$ cat config.mk
export PLATFORM = sky130hd
export DESIGN_NAME = serializer_piso
export DESIGN_NICKNAME = d
export VERILOG_FILES = /design/src/rtl/serializer_piso.sv
export SDC_FILE = /design/constraint.sdc
export NUM_CORES = 1
export LEC_CHECK = 0
export CAP_MARGIN = 5
export CORE_AREA = 2 2 40 42
export DETAILED_ROUTE_END_ITERATION = 10
export DIE_AREA = 0 0 42 44
export GPL_TIMING_DRIVEN = 0
export PLACE_DENSITY = 0.73
export SLEW_MARGIN = 30
export SYNTH_ARGS = -nofsm -noshare
export SYNTH_HDL_FRONTEND = slang
export SYNTH_SLANG_ARGS = --single-unit
$ cat constraint.sdc
create_clock -name clk -period 1.8 [get_ports clk]
set_input_delay 0.27 -clock clk [delete_from_list [all_inputs] [get_ports clk]]
set_output_delay 0.27 -clock clk [all_outputs]
set_load 0.05 [all_outputs]
$ cat src/rtl/serializer_piso.sv
// Parallel-in / serial-out shifter with a valid/ready load port.
// Words go out MSB first, one bit per clock, with no gap between
// back-to-back words. done marks the final bit (bit 0) of each word.
module serializer_piso #(
   parameter int WIDTH = 8
) (
   input  logic             clk,
   input  logic             rst,
   input  logic             load_valid,
   input  logic [WIDTH-1:0] data_in,
   output logic             load_ready,
   output logic             sout,
   output logic             sout_valid,
   output logic             done,
   output logic             busy
);

   localparam int CW = (WIDTH > 1) ? $clog2(WIDTH) : 1;
   localparam logic [CW-1:0] LAST = CW'(WIDTH - 1);

   typedef enum logic {IDLE, SHIFT} state_t;

   state_t           state, state_nxt;
   logic [WIDTH-1:0] shreg, shreg_nxt;
   logic [CW-1:0]    cnt, cnt_nxt;
   logic             last_bit;
   logic             accept;

   // State register; reset wins over any acceptance on the same edge.
   always_ff @(posedge clk) begin
      if (rst) begin
         state <= IDLE;
         shreg <= '0;
         cnt   <= '0;
      end else begin
         state <= state_nxt;
         shreg <= shreg_nxt;
         cnt   <= cnt_nxt;
      end
   end

   // Outputs and next state; the last-bit cycle doubles as a load slot
   // so a new word can follow with zero bubble.
   always_comb begin
      state_nxt  = state;
      shreg_nxt  = shreg;
      cnt_nxt    = cnt;
      last_bit   = (state == SHIFT) && (cnt == LAST);
      load_ready = (state == IDLE) || last_bit;
      accept     = load_valid && load_ready;
      busy       = (state == SHIFT);
      sout_valid = (state == SHIFT);
      sout       = (state == SHIFT) ? shreg[WIDTH-1] : 1'b0;
      done       = last_bit;

      if (accept) begin
         state_nxt = SHIFT;
         shreg_nxt = data_in;
         cnt_nxt   = '0;
      end else if (state == SHIFT) begin
         // After WIDTH shifts shreg is all zeros, so IDLE sees a clean
         // register; cnt is cleared explicitly for non-power-of-2 WIDTH.
         shreg_nxt = {shreg[WIDTH-2:0], 1'b0};
         if (last_bit) begin
            state_nxt = IDLE;
            cnt_nxt   = '0;
         end else begin
            cnt_nxt = cnt + CW'(1);
         end
      end
   end

endmodule

* Yosys cells after proc, flatten, opt, wreduce, memory -nomap -nowiden
Cells that the tools add are included.
** Cells by class
- Add/subtract/negate cells :: 1
- Eq/ne operators :: 1
- Multiplexer cells :: 7
- Bitwise operators :: 1
- Reduce and logical (&&, ||, !) cells :: 5
** Operators by type and width (count)
- two-way mux 8 bit :: 2
- two-way mux 1 bit :: 4
- adder 3 x 1 -> 3 bit, second input constant :: 1
- == test 3 bit, second input constant :: 1
- two-way mux 3 bit :: 1
- logical AND 1 bit :: 2
- nonzero test 2 bit :: 1
- OR reduction 2 bit :: 1
- logical OR 1 bit :: 1
- NOT 1 bit :: 1
** Storage, ports and cells
- Register bits :: 12
- Output and inout bits :: 5
- Logic and storage cells :: 18

* Logic depth before layout (Yosys ltp)
- Depth in word-level cells :: 5
- Gate-level depth with buffers :: 6

* Least setup slack after synthesis
Ideal clock, no wire load.
- Kind :: reg2reg
- Start point :: reg state, in the netlist busy
- End point :: reg shreg[1]
- Arrival :: 1.447 ns
- Data required time :: 1.666 ns
- Slack :: 0.219 ns
- Cell stages (with the launch flop) :: 5
- Clock period less this slack :: 1.581 ns
- Cells stage by stage :: dfxtp_1 > and2b_4 > inv_2 > a211oi_1 > nor4_1
** Between the ends
- Longest elaborated chain between the ends :: 4
- Elaborated cells on any way between the ends :: 6
** Ends and longest elaborated chain
- start: declaration :: line 23 : state_t state, state_nxt;
- start signal: assignment :: line 36 : state <= state_nxt;
- logical AND 1 bit / NOT 1 bit (equally long branches) :: line 48, 49
- logical OR 1 bit * :: line 49 : load_ready = (state == IDLE) || last_bit;
- via load_ready :: line 11 : output logic load_ready,
- logical AND 1 bit * :: line 50 : accept = load_valid && load_ready;
- two-way mux 8 bit / nonzero test 2 bit (equally long branches)
- end signal: assignment :: line 37 : shreg <= shreg_nxt;
- end: declaration :: line 24 : logic [WIDTH-1:0] shreg, shreg_nxt;
The timed path passes the listed nets; every way through them passes the cells marked *.
A chain may end at the register's enable or synchronous reset.

* Worst setup path in the final report
- Start point :: reg cnt[0]
- End point :: out done
** Between the ends
- Longest elaborated chain between the ends :: 2
** Ends and longest elaborated chain
- start: declaration :: line 25 : logic [CW-1:0] cnt, cnt_nxt;
- start signal: assignment :: line 38 : cnt <= cnt_nxt;
- == test 3 bit :: line 48 : last_bit = (state == SHIFT) && (cnt == LAST);
- logical AND 1 bit :: line 48
- end: declaration :: line 14 : output logic done,
No other way between the ends.

==> run summary <==
Yosys printed 0 warnings. Dominant cell type by area after synthesis: dfxtp_1. Initial antenna violation count: 0. For the worst setup path, the data required time is 1.53 ns. The number of clock buffers added by TritonCTS is 3. The synthesized design contains 12 register bits. The post-route fraction of the period consumed by the critical path is 0.9692. TritonCTS built the clock tree. The aggregate global-route resource usage is 0.1482. The worst hold path was traced through 3 stages. The worst-case hold slack is 0.4070 ns. The initialized floorplan defines 14 standard-cell rows. The aggregate global routing overflow is 0, and the initial cell density of the core is 0.4153. Summed over all cells, the static leakage comes to 0.3079 nW. The floorplan step set the die height to 44 um. In this run, the number of DRC markers left after iteration 0 of detailed routing was 9.

The logs give 96 for the number of nets in the layout and 2 for the maximum clock insertion buffer count. The startpoint identified for the worst hold timing path is load_valid. The finished cells cover 777.0 um2. STA puts the critical path data arrival time at 1.47 ns. The worst max-slew margin expressed relative to the limit was 0.6799. OpenSTA, run right after detailed placement, puts the worst setup slack at -0.2653 ns. Number of pins exceeding their max-slew limit in the final report: 0. The synthesized instance count is 64, and the final-report hold violation count is 0.

The residual antenna-violating net count after detailed routing was 0; the length in cells of the worst reg-to-reg path was 6. The path class of the tightest hold or removal check is in2reg. The run gives 19 as the distinct cell type count of the synthesized netlist.

Of all nets on the critical path, the largest fanout is 2. The final period demand of the worst path works out to 1.745 ns. The logs give 4 for the iteration count of the initial detailed-routing pass and 0.3918 mV for the worst voltage drop across the vdd grid. Dividing total power by cell area gives a power density of 754.8 nW/um2. After detailed routing, the total wire length is 1.178 mm. The maximum number of pins on one net before global-route repair was 11; the peak clock frequency supported by timing was 0.5732 GHz. 16 I/O pins were placed. The clock net in this run drives a total of 12 sinks.

Counting the fill cells in the layout gives 142. The tools report the sequential-to-total area share from yosys stat as 0.4076. Clock-pin slew was measured on the worst setup and hold paths at 0.07 ns. The top-area cell type share of the netlist area was 0.4076; the number of input and output port buffers inserted was 14.

In this run the critical register-to-register path is launched from cnt[0]$_SDFFE_PP0P_. The post-placement cell area was 749.5 um2; the sequential cell area was 240.2 um2. Chip width: 42 um. Setup slack closes at 0.05541 ns.

Routability-driven placement finished with a final weighted congestion of 0.6883. The area growth from synthesis to layout works out to 31.85%. Max-cap violations in this run came to 0.

The die covers 1848 um2. The first global-routing pass estimated 2.056 mm of wire. For the final database, setup skew stands at 0.001201 ns. Capture point of the worst reg-to-reg path: shreg[4]$_SDFFE_PP0P_. The post-synthesis cell area was 589.3 um2.

Worst hold path endpoint: shreg[3]$_SDFFE_PP0P_. The worst setup path is captured at a primary output. The tools report the startpoint class of the critical path as a flip-flop. For flop-to-flop paths, the worst setup slack is 0.31 ns.

By area the synthesized netlist is led by dfxtp_1 (41%), a211oi_1 (10%), nor3b_1 (8.9%). The wire length per cell after detailed routing is 12.14 um. The run finished with clean final reports.

The final setup violation count was 0; the total number of vias was 537. The via density per instance works out to 5.536. The HPWL after detailed placement is 781 um, and the synthesized area divided by synthesized cell count is 9.208 um2. The later pin in the worst-skew pair is clocked with a latency of 0.26 ns. The utilization after layout was 0.5476. The logs give 478 for the via count of the first global-routing pass and 1 for the H-tree depth reported by CTS. The critical path is of the reg2out type.

The number of nets in the synthesized netlist is 77. The fraction of final layout cells sized beyond drive strength 1 works out to 0.1852. The cell sitting at the root of the clock tree is a clkbuf_4. The run gives 0 ns as the total negative slack for setup checks.

The actual transition at the worst max-transition pin was 0.4821 ns; the diode insertion count for antenna repair was 0. The run gives 300.3 um2 as the area taken by multi-input logic gates. Standard cell core area: 1419 um2.

In the routed design, unresolved DRC markers number 0. Setup repair after global routing left no endpoint under its margin.
registers in the layout, indices dropped and copies added (netlist names):
signal / cells
busy: 1
cnt: 3
shreg: 8
layout by cell type (no fill, tap or decap):
| cell type | instances |
|---|---|
| buf_4 | 1 |
| dfxtp_1 | 12 |
| buf_2 | 1 |
| or2_2 | 1 |
| nor2_1 | 12 |
| and2_2 | 2 |
| mux2i_1 | 2 |
| clkdlybuf4s50_1 | 9 |
| nor2_2 | 1 |
| inv_4 | 1 |
| nor3b_1 | 7 |
| clkbuf_4 | 3 |
| ha_1 | 2 |
| a211oi_1 | 8 |
| a32oi_1 | 1 |
| a22oi_1 | 1 |
| buf_6 | 1 |
| and2b_4 | 1 |
| buf_8 | 1 |
| clkbuf_8 | 1 |
| clkdlybuf4s15_2 | 1 |
| nor4_1 | 7 |
| clkbuf_1 | 2 |
| dlygate4sd2_1 | 3 |
critical path, stage by stage (launching register included):
cell and delay (ns):
dfxtp_1 0.32, ha_1 0.20, ha_1 0.18, and2_2 0.19, clkdlybuf4s15_2 0.33
metrics by stage:
| step | cells | total power [W] |
|---|---|---|
| after floorplan | 64 | 0.0003902 |
| after CTS | 97 | 0.0005922 |
| after detailed placement | 94 | 0.0004358 |
| final | 97 | 0.0005865 |
| after global routing | 97 | 0.0006201 |
| after global placement | 94 | 0.0004348 |
worst max-delay path by stage:
stage                              startpoint                     to  depth (start not counted)
after floorplan               busy$_SDFF_PP0_  shreg[1]$_SDFFE_PP0P_                          4
after global placement    cnt[0]$_SDFFE_PP0P_             load_ready                          5
after detailed placement  cnt[0]$_SDFFE_PP0P_             load_ready                          5
after CTS                 cnt[0]$_SDFFE_PP0P_             load_ready                          5
after global routing      cnt[0]$_SDFFE_PP0P_                   done                          4
final                     cnt[0]$_SDFFE_PP0P_                   done                          4
Yosys cell counts:
| library cell | n |
|---|---|
| inv_2 | 1 |
| nor2_2 | 1 |
| nor3b_1 | 7 |
| mux2i_1 | 2 |
| nor2_1 | 12 |
| dfxtp_1 | 12 |
| or2_2 | 1 |
| a22oi_1 | 1 |
| buf_2 | 1 |
| and2b_4 | 1 |
| and2_2 | 2 |
| buf_6 | 1 |
| clkbuf_8 | 1 |
| clkbuf_1 | 2 |
| nor4_1 | 7 |
| a32oi_1 | 1 |
| buf_4 | 1 |
| ha_1 | 2 |
| a211oi_1 | 8 |
per-layer routing:
metal / global-route usage / vias up / wire, um
met5: 0 / - / 0
met4: 0.03871 / 0 / 13
met3: 0.05417 / 2 / 75
met2: 0.2375 / 18 / 535
met1: 0.1897 / 248 / 553
li1: - / 269 / -
logic make-up (layout without fill, tap and decap cells):
group	Yosys count	count (layout)	synth area share
AND/OR/NAND/NOR	31	31	0.3036
multiplexers	2	2	0.03397
flip-flops	12	12	0.4076
buffers and inverters	7	24	0.08279
AO/OA/AOI/OAI	10	10	0.1295
adder cells (fa/ha/maj)	2	2	0.04246
where the power goes:
group | internal [W] | switching (W) | leakage [nW]
sequential | 0.000285 | 0.0000119 | 0.0990
combinational | 0.0000637 | 0.0000698 | 0.195
clock | 0.0000771 | 0.0000793 | 0.0138
timing repair:
action	in CTS	in global routing
endpoints found under the setup margin	5	1
buffers inserted	0	0
gates resized for setup	9	7
hold buffers	0	0
final cells by class:
class                           instances  share of cell area
Multi-Input combinational cell         45              0.3865
Timing Repair Buffer                   14              0.1836
Clock buffer                            3             0.02899
Inverter                                1            0.008052
Buffer                                  6             0.05797
Sequential cell                        12              0.3092
Tap cell                               16             0.02576
(Power assumes the default switching activity.)
